## config.mk

```make
export PLATFORM = sky130hd
export DESIGN_NAME = lane_select_tracker_flat
export DESIGN_NICKNAME = d
export VERILOG_FILES = /design/src/rtl/lane_select_tracker_if.sv /design/src/rtl/lane_select_tracker.sv /design/src/flat_wrapper.sv
export SDC_FILE = /design/constraint.sdc
export NUM_CORES = 1
export LEC_CHECK = 0
export CAP_MARGIN = 20
export CORE_ASPECT_RATIO = 1.1
export CORE_MARGIN = 4
export CORE_UTILIZATION = 50
export CTS_BUF_LIST = sky130_fd_sc_hd__clkbuf_4 sky130_fd_sc_hd__clkbuf_8
export DETAILED_ROUTE_END_ITERATION = 12
export MAX_ROUTING_LAYER = met4
export PLACE_DENSITY = 0.77
export SLEW_MARGIN = 20
export SYNTH_ARGS = -nofsm -noshare
export SYNTH_HDL_FRONTEND = slang
export SYNTH_SLANG_ARGS = --single-unit
```

## constraint.sdc

```tcl
create_clock -name clk -period 5.9 [get_ports clk]
set_clock_uncertainty 0.15 [all_clocks]
set_input_delay 0.59 -clock clk [delete_from_list [all_inputs] [get_ports clk]]
set_output_delay 0.59 -clock clk [all_outputs]
set_load 0.02 [all_outputs]
```

## src/rtl/lane_select_tracker_if.sv

```systemverilog
// Lane operand / result handshake bundle between the controller and the lane select tracker.
interface lane_select_tracker_if #(
  parameter int unsigned N_LANES = 4,
  parameter int unsigned WIDTH   = 5,
  parameter int unsigned IDX_W   = $clog2(N_LANES)
) ();

  logic                       start;
  logic [N_LANES*WIDTH-1:0]   lanes_in;
  logic                       in_valid;
  logic                       out_ready;
  logic                       out_valid;
  logic [IDX_W-1:0]           idx;
  logic                       done;
  logic                       multi_err;
  logic                       timeout;
  logic                       busy;

  // Controller side: drives operands and result acceptance.
  modport master (
    output start, lanes_in, in_valid, out_ready,
    input  out_valid, idx, done, multi_err, timeout, busy
  );

  // Tracker side.
  modport slave (
    input  start, lanes_in, in_valid, out_ready,
    output out_valid, idx, done, multi_err, timeout, busy
  );

endinterface

```

## src/rtl/lane_select_tracker.sv

```systemverilog
// Reports the index of the sole nonzero operand lane once it has been stable for
// HOLD_CYC accepted beats; flags multi-lane conflicts and scan timeouts.
module lane_select_tracker #(
  parameter int unsigned N_LANES  = 4,
  parameter int unsigned WIDTH    = 5,
  parameter int unsigned IDX_W    = $clog2(N_LANES),
  parameter int unsigned HOLD_CYC = 2,
  parameter int unsigned TIMEOUT  = 64
) (
  input  logic                 clk,
  input  logic                 rst_n,
  lane_select_tracker_if.slave bus
);

  localparam int unsigned HCNT_W = (HOLD_CYC < 1) ? 1 : $clog2(HOLD_CYC + 1);
  localparam int unsigned TCNT_W = (TIMEOUT == 0) ? 1 : $clog2(TIMEOUT + 1);

  typedef enum logic [1:0] {
    ST_IDLE   = 2'd0,
    ST_SCAN   = 2'd1,
    ST_HOLD   = 2'd2,
    ST_REPORT = 2'd3
  } state_t;

  state_t              r_state;
  logic [IDX_W-1:0]    r_cand;
  logic [HCNT_W-1:0]   r_hcnt;
  logic [TCNT_W-1:0]   r_tcnt;
  logic                r_out_valid;
  logic [IDX_W-1:0]    r_idx;
  logic                r_done;
  logic                r_multi_err;
  logic                r_timeout;
  logic                r_busy;

  state_t              w_state_nxt;
  logic [IDX_W-1:0]    w_cand_nxt;
  logic [HCNT_W-1:0]   w_hcnt_nxt;
  logic [TCNT_W-1:0]   w_tcnt_nxt;
  logic                w_out_valid_nxt;
  logic [IDX_W-1:0]    w_idx_nxt;
  logic                w_done_nxt;
  logic                w_multi_err_nxt;
  logic                w_timeout_nxt;

  logic [N_LANES-1:0]  w_nz;
  logic                w_single;
  logic                w_multi;
  logic [IDX_W-1:0]    w_enc;
  logic [HCNT_W-1:0]   w_hcnt_inc;

  // Per-lane nonzero detection.
  always_comb begin
    w_nz = '0;
    for (int unsigned i = 0; i < N_LANES; i++) begin
      w_nz[i] = |bus.lanes_in[i*WIDTH +: WIDTH];
    end
  end

  // More than one bit set iff clearing the lowest set bit leaves something.
  assign w_multi    = |(w_nz & (w_nz - N_LANES'(1)));
  assign w_single   = (|w_nz) && !w_multi;
  assign w_hcnt_inc = r_hcnt + HCNT_W'(1);

  // Position of the set nonzero flag; only meaningful when w_single.
  always_comb begin
    w_enc = '0;
    for (int unsigned i = 0; i < N_LANES; i++) begin
      if (w_nz[i]) w_enc = IDX_W'(i);
    end
  end

  // Next-state and registered-output logic.
  always_comb begin
    w_state_nxt     = r_state;
    w_cand_nxt      = r_cand;
    w_hcnt_nxt      = r_hcnt;
    w_tcnt_nxt      = r_tcnt;
    w_out_valid_nxt = r_out_valid;
    w_idx_nxt       = r_idx;
    w_done_nxt      = 1'b0;
    w_multi_err_nxt = r_multi_err;
    w_timeout_nxt   = r_timeout;

    unique case (r_state)
      ST_IDLE: begin
        if (bus.start) begin
          w_state_nxt     = ST_SCAN;
          w_multi_err_nxt = 1'b0;
          w_timeout_nxt   = 1'b0;
          w_hcnt_nxt      = '0;
          w_tcnt_nxt      = '0;
        end
      end
      ST_SCAN: begin
        if (bus.in_valid) begin
          if (w_single) begin
            w_cand_nxt  = w_enc;
            w_hcnt_nxt  = HCNT_W'(1);
            w_state_nxt = (HOLD_CYC == 1) ? ST_REPORT : ST_HOLD;
          end else if (w_multi) begin
            w_multi_err_nxt = 1'b1;
          end
        end
      end
      ST_HOLD: begin
        if (bus.in_valid) begin
          if (w_single && (w_enc == r_cand)) begin
            w_hcnt_nxt = w_hcnt_inc;
            if (w_hcnt_inc == HCNT_W'(HOLD_CYC)) w_state_nxt = ST_REPORT;
          end else if (w_single) begin
            w_cand_nxt = w_enc;
            w_hcnt_nxt = HCNT_W'(1);
          end else begin
            if (w_multi) w_multi_err_nxt = 1'b1;
            w_hcnt_nxt  = '0;
            w_state_nxt = ST_SCAN;
          end
        end
      end
      ST_REPORT: begin
        if (bus.out_ready) begin
          w_out_valid_nxt = 1'b0;
          w_done_nxt      = 1'b1;
          w_state_nxt     = ST_IDLE;
        end
      end
      default: w_state_nxt = ST_IDLE;
    endcase

    // Scan-window bookkeeping: report entry takes priority over timeout.
    if ((r_state == ST_SCAN) || (r_state == ST_HOLD)) begin
      if (r_tcnt != '1) w_tcnt_nxt = r_tcnt + TCNT_W'(1);
      if (w_state_nxt == ST_REPORT) begin
        w_out_valid_nxt = 1'b1;
        w_idx_nxt       = w_cand_nxt;
      end else if ((TIMEOUT != 0) && (r_tcnt == TCNT_W'(TIMEOUT - 1))) begin
        w_timeout_nxt = 1'b1;
        w_hcnt_nxt    = '0;
        w_state_nxt   = ST_IDLE;
      end
    end
  end

  // State and output registers.
  always_ff @(posedge clk or negedge rst_n) begin
    if (!rst_n) begin
      r_state     <= ST_IDLE;
      r_cand      <= '0;
      r_hcnt      <= '0;
      r_tcnt      <= '0;
      r_out_valid <= 1'b0;
      r_idx       <= '0;
      r_done      <= 1'b0;
      r_multi_err <= 1'b0;
      r_timeout   <= 1'b0;
      r_busy      <= 1'b0;
    end else begin
      r_state     <= w_state_nxt;
      r_cand      <= w_cand_nxt;
      r_hcnt      <= w_hcnt_nxt;
      r_tcnt      <= w_tcnt_nxt;
      r_out_valid <= w_out_valid_nxt;
      r_idx       <= w_idx_nxt;
      r_done      <= w_done_nxt;
      r_multi_err <= w_multi_err_nxt;
      r_timeout   <= w_timeout_nxt;
      r_busy      <= (w_state_nxt != ST_IDLE);
    end
  end

  assign bus.out_valid = r_out_valid;
  assign bus.idx       = r_idx;
  assign bus.done      = r_done;
  assign bus.multi_err = r_multi_err;
  assign bus.timeout   = r_timeout;
  assign bus.busy      = r_busy;

endmodule

```

## src/flat_wrapper.sv

```systemverilog
// flat-port wrapper written by rule: the top's interface ports become plain ports
module lane_select_tracker_flat 
#(
  parameter int unsigned N_LANES  = 4,
  parameter int unsigned WIDTH    = 5,
  parameter int unsigned IDX_W    = $clog2(N_LANES),
  parameter int unsigned HOLD_CYC = 2,
  parameter int unsigned TIMEOUT  = 64
)
  (clk, rst_n, bus_start, bus_lanes_in, bus_in_valid, bus_out_ready, bus_out_valid, bus_idx, bus_done, bus_multi_err, bus_timeout, bus_busy);
  lane_select_tracker_if #(.N_LANES(N_LANES), .WIDTH(WIDTH), .IDX_W(IDX_W)) bus_i ();
  input  logic clk;
  input  logic rst_n;
  input wire logic [$bits(bus_i.start)-1:0] bus_start;
  input wire logic [$bits(bus_i.lanes_in)-1:0] bus_lanes_in;
  input wire logic [$bits(bus_i.in_valid)-1:0] bus_in_valid;
  input wire logic [$bits(bus_i.out_ready)-1:0] bus_out_ready;
  output wire logic [$bits(bus_i.out_valid)-1:0] bus_out_valid;
  output wire logic [$bits(bus_i.idx)-1:0] bus_idx;
  output wire logic [$bits(bus_i.done)-1:0] bus_done;
  output wire logic [$bits(bus_i.multi_err)-1:0] bus_multi_err;
  output wire logic [$bits(bus_i.timeout)-1:0] bus_timeout;
  output wire logic [$bits(bus_i.busy)-1:0] bus_busy;
  assign bus_i.start = bus_start;
  assign bus_i.lanes_in = bus_lanes_in;
  assign bus_i.in_valid = bus_in_valid;
  assign bus_i.out_ready = bus_out_ready;
  assign bus_out_valid = bus_i.out_valid;
  assign bus_idx = bus_i.idx;
  assign bus_done = bus_i.done;
  assign bus_multi_err = bus_i.multi_err;
  assign bus_timeout = bus_i.timeout;
  assign bus_busy = bus_i.busy;
  lane_select_tracker #(.N_LANES(N_LANES), .WIDTH(WIDTH), .IDX_W(IDX_W), .HOLD_CYC(HOLD_CYC), .TIMEOUT(TIMEOUT)) u_core (.clk(clk), .rst_n(rst_n), .bus(bus_i));
endmodule
```

Yosys cells after proc, flatten, opt, wreduce, memory -nomap -nowiden
Cells that the tools add are included.
W data, S select, Z words.

word-level totals
  flip-flop bits (word level) = 20
  latch bits = 0
  RAM bits = 0
  memory bits (read-only) = 0
  input port bits = 25
  output and inout port bits = 7
  word-level logic and storage cells = 93
  memories = 0

cells by class
  $add $sub $neg = 3
  multipliers = 0
  divide/modulo/power cells = 0
  order comparisons = 0
  eq/ne operators = 12
  shift-type cells = 0
  multiplexer cells = 52
  bitwise gates (word level) = 1
  reduce and logical (&&, ||, !) cells = 15

operators by type and width
  kind                   number
  $mux W2                25
  $mux W7                4
  $reduce_or A20 Y1      1
  $reduce_or A5 Y1       4
  $mux W1                19
  $eq A2 B2 Y1 const B   4
  $ne A2 B2 Y1 const B   4
  $pmux W2 S4            1
  $add A7 B1 Y7 const B  1
  $eq A7 B6 Y1 const B   1
  $ne A7 B7 Y1 const B   1
  $pmux W2 S3            1
  $reduce_and A5 Y1      1
  $and A4 B4 Y4          1
  $pmux W2 S2            1
  $reduce_or A4 Y1       1
  $sub A4 B1 Y4 const B  1
  $pmux W1 S3            1
  $reduce_bool A3 Y1     1
  $add A2 B1 Y2 const B  1
  $eq A2 B1 Y1 const B   1
  $eq A2 B2 Y1           1
  $logic_and A1 B1 Y1    2
  $logic_not A2 Y1       1
  4 further kinds        4

Logic depth before layout (Yosys ltp)
  depth in word-level cells = 14
  gate-level depth with buffers = 9
  depth with buffers taken out = 9

Worst setup path after synthesis
OpenSTA, ideal clock, no wires.

  path kind = in2reg
  from = input port bus_lanes_in[11]
  to = register u_core.r_idx[0] (netlist: u_core.bus.idx[0])
  library setup time = 0.128 ns
  arrival time = 2.621 ns
  required time = 5.622 ns
  slack = 3.001 ns
  stages on the path = 8
  path buffers = 1
  path through = or4_4 > or2_0 > buf_6 > o311a_4 > o21ai_2 > a31oi_4 > nor3_4 > mux2_1

on the way
  cells in the longest elaborated chain, start to end = 12
  elaborated cells on any way between the ends = 24
  classes of those cells = 1 x add/sub; 2 x eq/ne; 13 x mux; 1 x bitwise; 7 x reduce/logical

ends and longest elaborated chain
  element                                                RTL line                                                text
  start, declared                                        flat_wrapper.sv:15                                      input wire logic [$bits(bus_i.lanes_in)-1:0] bus_lanes_in;
  $reduce_or A5 Y1                                       lane_select_tracker.sv:56                               w_nz[i] = |bus.lanes_in[i*WIDTH +: WIDTH];
  $sub A4 B1 Y4                                          lane_select_tracker.sv:61                               assign w_multi = |(w_nz & (w_nz - N_LANES'(1)));
  $and A4 B4 Y4                                          lane_select_tracker.sv:61
  $reduce_or A4 Y1                                       lane_select_tracker.sv:61
  $logic_not A1 Y1                                       lane_select_tracker.sv:62                               assign w_single = (|w_nz) && !w_multi;
  $logic_and A1 B1 Y1                                    lane_select_tracker.sv:62
  $mux W2 / $logic_and A1 B1 Y1 (equally long branches)  lane_select_tracker.sv:111, lane_select_tracker.sv:108
  $mux W2                                                lane_select_tracker.sv:108                              if (w_single && (w_enc == r_cand)) begin
  $mux W2                                                lane_select_tracker.sv:107                              if (bus.in_valid) begin
  $pmux W2 S4                                            lane_select_tracker.sv:85                               unique case (r_state)
  $eq A2 B2 Y1                                           lane_select_tracker.sv:134                              if (w_state_nxt == ST_REPORT) begin
  $reduce_and A2 Y1 (no line)                            n/a
  end signal, assigned                                   lane_select_tracker.sv:164                              r_idx <= w_idx_nxt;
  end, declared                                          lane_select_tracker.sv:30                               logic [IDX_W-1:0] r_idx;

Several ways; a longest one is shown, not always the timed one.
A chain may end at the register's enable or synchronous reset.

Final worst setup path
  from = input port bus_lanes_in[16]
  to = register u_core.r_idx[1] (netlist: u_core.bus.idx[1])

The elaborated chain is that of the path after synthesis.

==> flow_metrics.tcl <==
set metrics [dict create \
    die_y_um 66.2 \
    critPathMaxFanout 12 \
    worstSetupPathType "in -> reg" \
    fin_cells 242 \
    final_common_cell "clkdlybuf4s50_1" \
    synth_top_flop_cell "dfrtp_1" \
    outcome "complete, no violations" \
    ant_nets 0 \
    gr-total-overflow 0 \
    cts_buffers 3 \
    ir_worst_vdd_uv 207 \
    synth_top_cell_by_area "dfrtp_1" \
    grt_pass1_vias 1479 \
    ctsHoldBuffers 0 \
    clk_pin_slew_ns 0.11 \
    reg2reg_depth 8 \
    end_kind "register" \
    worstPathArrival_ns 3.33 \
    n_antenna_cell 0 \
    initial_utilization 0.540 \
    pwr_density_cell_mw_per_mm2 246 \
    ys_warn_count 0 \
    drtIter0Drc 60 \
    wl_met2_um 1950 \
    cts.sinks 20 \
    hold_viol 0 \
    wl_met1_um 1590 \
    avgSynthCellArea_um2 8.52 \
    yosysSeqAreaShare 0.325 \
    grt_first_pass_wirelength_um 6610 \
    synth_fp_nets 213 \
    syn_inst 181 \
    synth.distinct_cells 53 \
    viasPerCell 6.05 \
    dr_wl_met3_um 255 \
    clock_latency_ns 0.30 \
    ys_top_cells_by_area "dfrtp_1, nand2_1, o21ai_0, ha_1, nand3_1" \
    antenna_found_initial 0 \
    crit_start "bus_lanes_in[16]" \
    rsz0062_at_grt "false" \
    r2r_start "u_core.r_state[0]$_DFF_PN0_" \
    netlist_area_mm2 0.00154 \
    async_flop_share 1.00 \
    core_mm2 0.00285 \
    maxCapViolations 0 \
    ioPinCount 32 \
    routedWlPerCell_um 16.1 \
    clockRootBuffer "clkbuf_4" \
    endpoint "u_core.bus.idx[1]$_DFFE_PN0P_" \
    hold_path.class "reg -> reg" \
    cts_tree "built" \
    final_nets 242 \
    setup_violations 0 \
    synth_top_area_share 0.325 \
    critPathRequiredTime_ns 5.94 \
    drive_gt1_frac 0.0718 \
    top_layer "met4" \
    grtUsageTotal 0.220 \
    period_share 0.556 \
    cp-start-kind "input port" \
    fin_setup_tns_ns 0 \
    rows 20 \
    vias 1463 \
    ys_ff_latch 20 \
    grt_max_degree 21 \
    timing.rr.end "u_core.bus.idx[1]$_DFFE_PN0P_" \
    place_inst 238 \
    globalplace.congestion 0.920 \
    layout_common_cells "clkdlybuf4s50_1, nand2_1, dfrtp_1, o21ai_0, nand3_1" \
    slew_violations 0 \
    max_freq_ghz 0.305 \
    leakagePower_nw 0.815 \
    syn_to_final_growth_pct 22.6 \
    tightest_slew_ns 0.891 \
    postCtsSetupBuffers 0 \
    die_x_um 60.9 \
    fin_crit_ns 3.28 \
    ctsResizeCount 0 \
    dieArea_mm2 0.00404 \
    synth_edf_count 0 \
    portBuffers 31 \
    wl_um 3890 \
    max_slew_margin 0.404 \
    clockBufferDepth 2 \
    h-tree-depth 1 \
    firstDrtPassIters 4 \
    route.detailed.drc 0 \
    rrSetupSlack_ns 3.39 \
    dp_hpwl_um 3120 \
]
## worst max-delay path: stages
cell and delay, ns:
clkdlybuf4s50_1 0.39, or4_1 0.57, nor2_1 0.52, nand4_1 0.23, o311a_4 0.20, o21ai_2 0.16
a31oi_4 0.07, nor3_4 0.24, mux2_1 0.34
## power by group
part	switching, W	internal (W)	leakage, nW
clock network	0.0000414	0.0000377	0.0210
registers	0.0000400	0.000168	0.245
logic	0.0000913	0.0000857	0.549
total	0.000173	0.000292	0.815
## Yosys cell counts (2+ instances only)
master	instances
o21ai_2	2
nor3_1	3
nand2b_1	3
nor2_1	7
ha_1	7
nand4_1	2
nand2_1	27
a21o_1	3
o21ai_0	18
inv_1	8
a31oi_1	4
mux2_1	2
a21oi_1	9
nor2b_1	3
o211ai_1	3
dfrtp_1	20
nand3_1	10
or3_1	2
o211a_1	3
and3_1	4
xnor2_1	5
clkbuf_1	4
or4_4	2
## state kept, by name (all words and copies together), names as in the netlist
register and count:
u_core.r_cand 2, u_core.bus.timeout 1, u_core.r_tcnt 7, u_core.bus.multi_err 1, u_core.bus.busy 1, u_core.bus.idx 2, u_core.r_hcnt 2, u_core.bus.out_valid 1
u_core.bus.done 1, u_core.r_state 2
## metal layers
metal | vias to the layer above | track usage
met5 | - | -
met4 | 0 | 0.0759
met3 | 10 | 0.0371
met2 | 48 | 0.373
met1 | 687 | 0.258
li1 | 718 | -
## cells by family after synthesis
family,count (synthesis),share of synthesized area
and+or+nand+nor,75,0.264
AOI/OAI and AO/OA,56,0.261
DFF,20,0.325
buffers and inverters,15,0.0446
adders and majority gates,8,0.0633
xor gates and xnor gates,5,0.0284
muxes,2,0.0146
## area by class of cell
cell class,count,area (um2)
clock buffers,4,36.3
fillers,237,962
inverters,8,30.0
well taps,33,41.3
repair buffers,31,310
multi-input cells,146,972
flip-flops and latches,20,500
## worst min-delay path by stage
stage | from | to | cells after the start
after floorplan | rst_n | u_core.bus.busy$_DFF_PN0_ | 0
after global placement | u_core.bus.timeout$_DFF_PN0_ | u_core.bus.timeout$_DFF_PN0_ | 2
after detailed placement | u_core.bus.out_valid$_DFF_PN0_ | u_core.bus.out_valid$_DFF_PN0_ | 1
after CTS | u_core.bus.out_valid$_DFF_PN0_ | u_core.bus.out_valid$_DFF_PN0_ | 1
after global routing | u_core.bus.out_valid$_DFF_PN0_ | u_core.bus.out_valid$_DFF_PN0_ | 1
final | u_core.bus.out_valid$_DFF_PN0_ | u_core.bus.out_valid$_DFF_PN0_ | 1
## per-stage QoR
| step | power [W] | hold slack, ns | cell area, um2 | util | setup WS, ns |
|---|---|---|---|---|---|
| after global placement | 0.000381 | 0.316 | 1850 | 0.650 | 2.40 |
| after floorplan | 0.000327 | 0.144 | 1540 | - | 3.00 |
| after global routing | 0.000507 | 0.376 | 1890 | 0.663 | 2.40 |
| after CTS | 0.000468 | 0.351 | 1890 | 0.663 | 2.62 |
| final | 0.000464 | 0.344 | 1890 | 0.663 | 2.62 |
| after detailed placement | 0.000387 | 0.320 | 1850 | 0.650 | 2.32 |
Power figures use the tool's default switching activity.
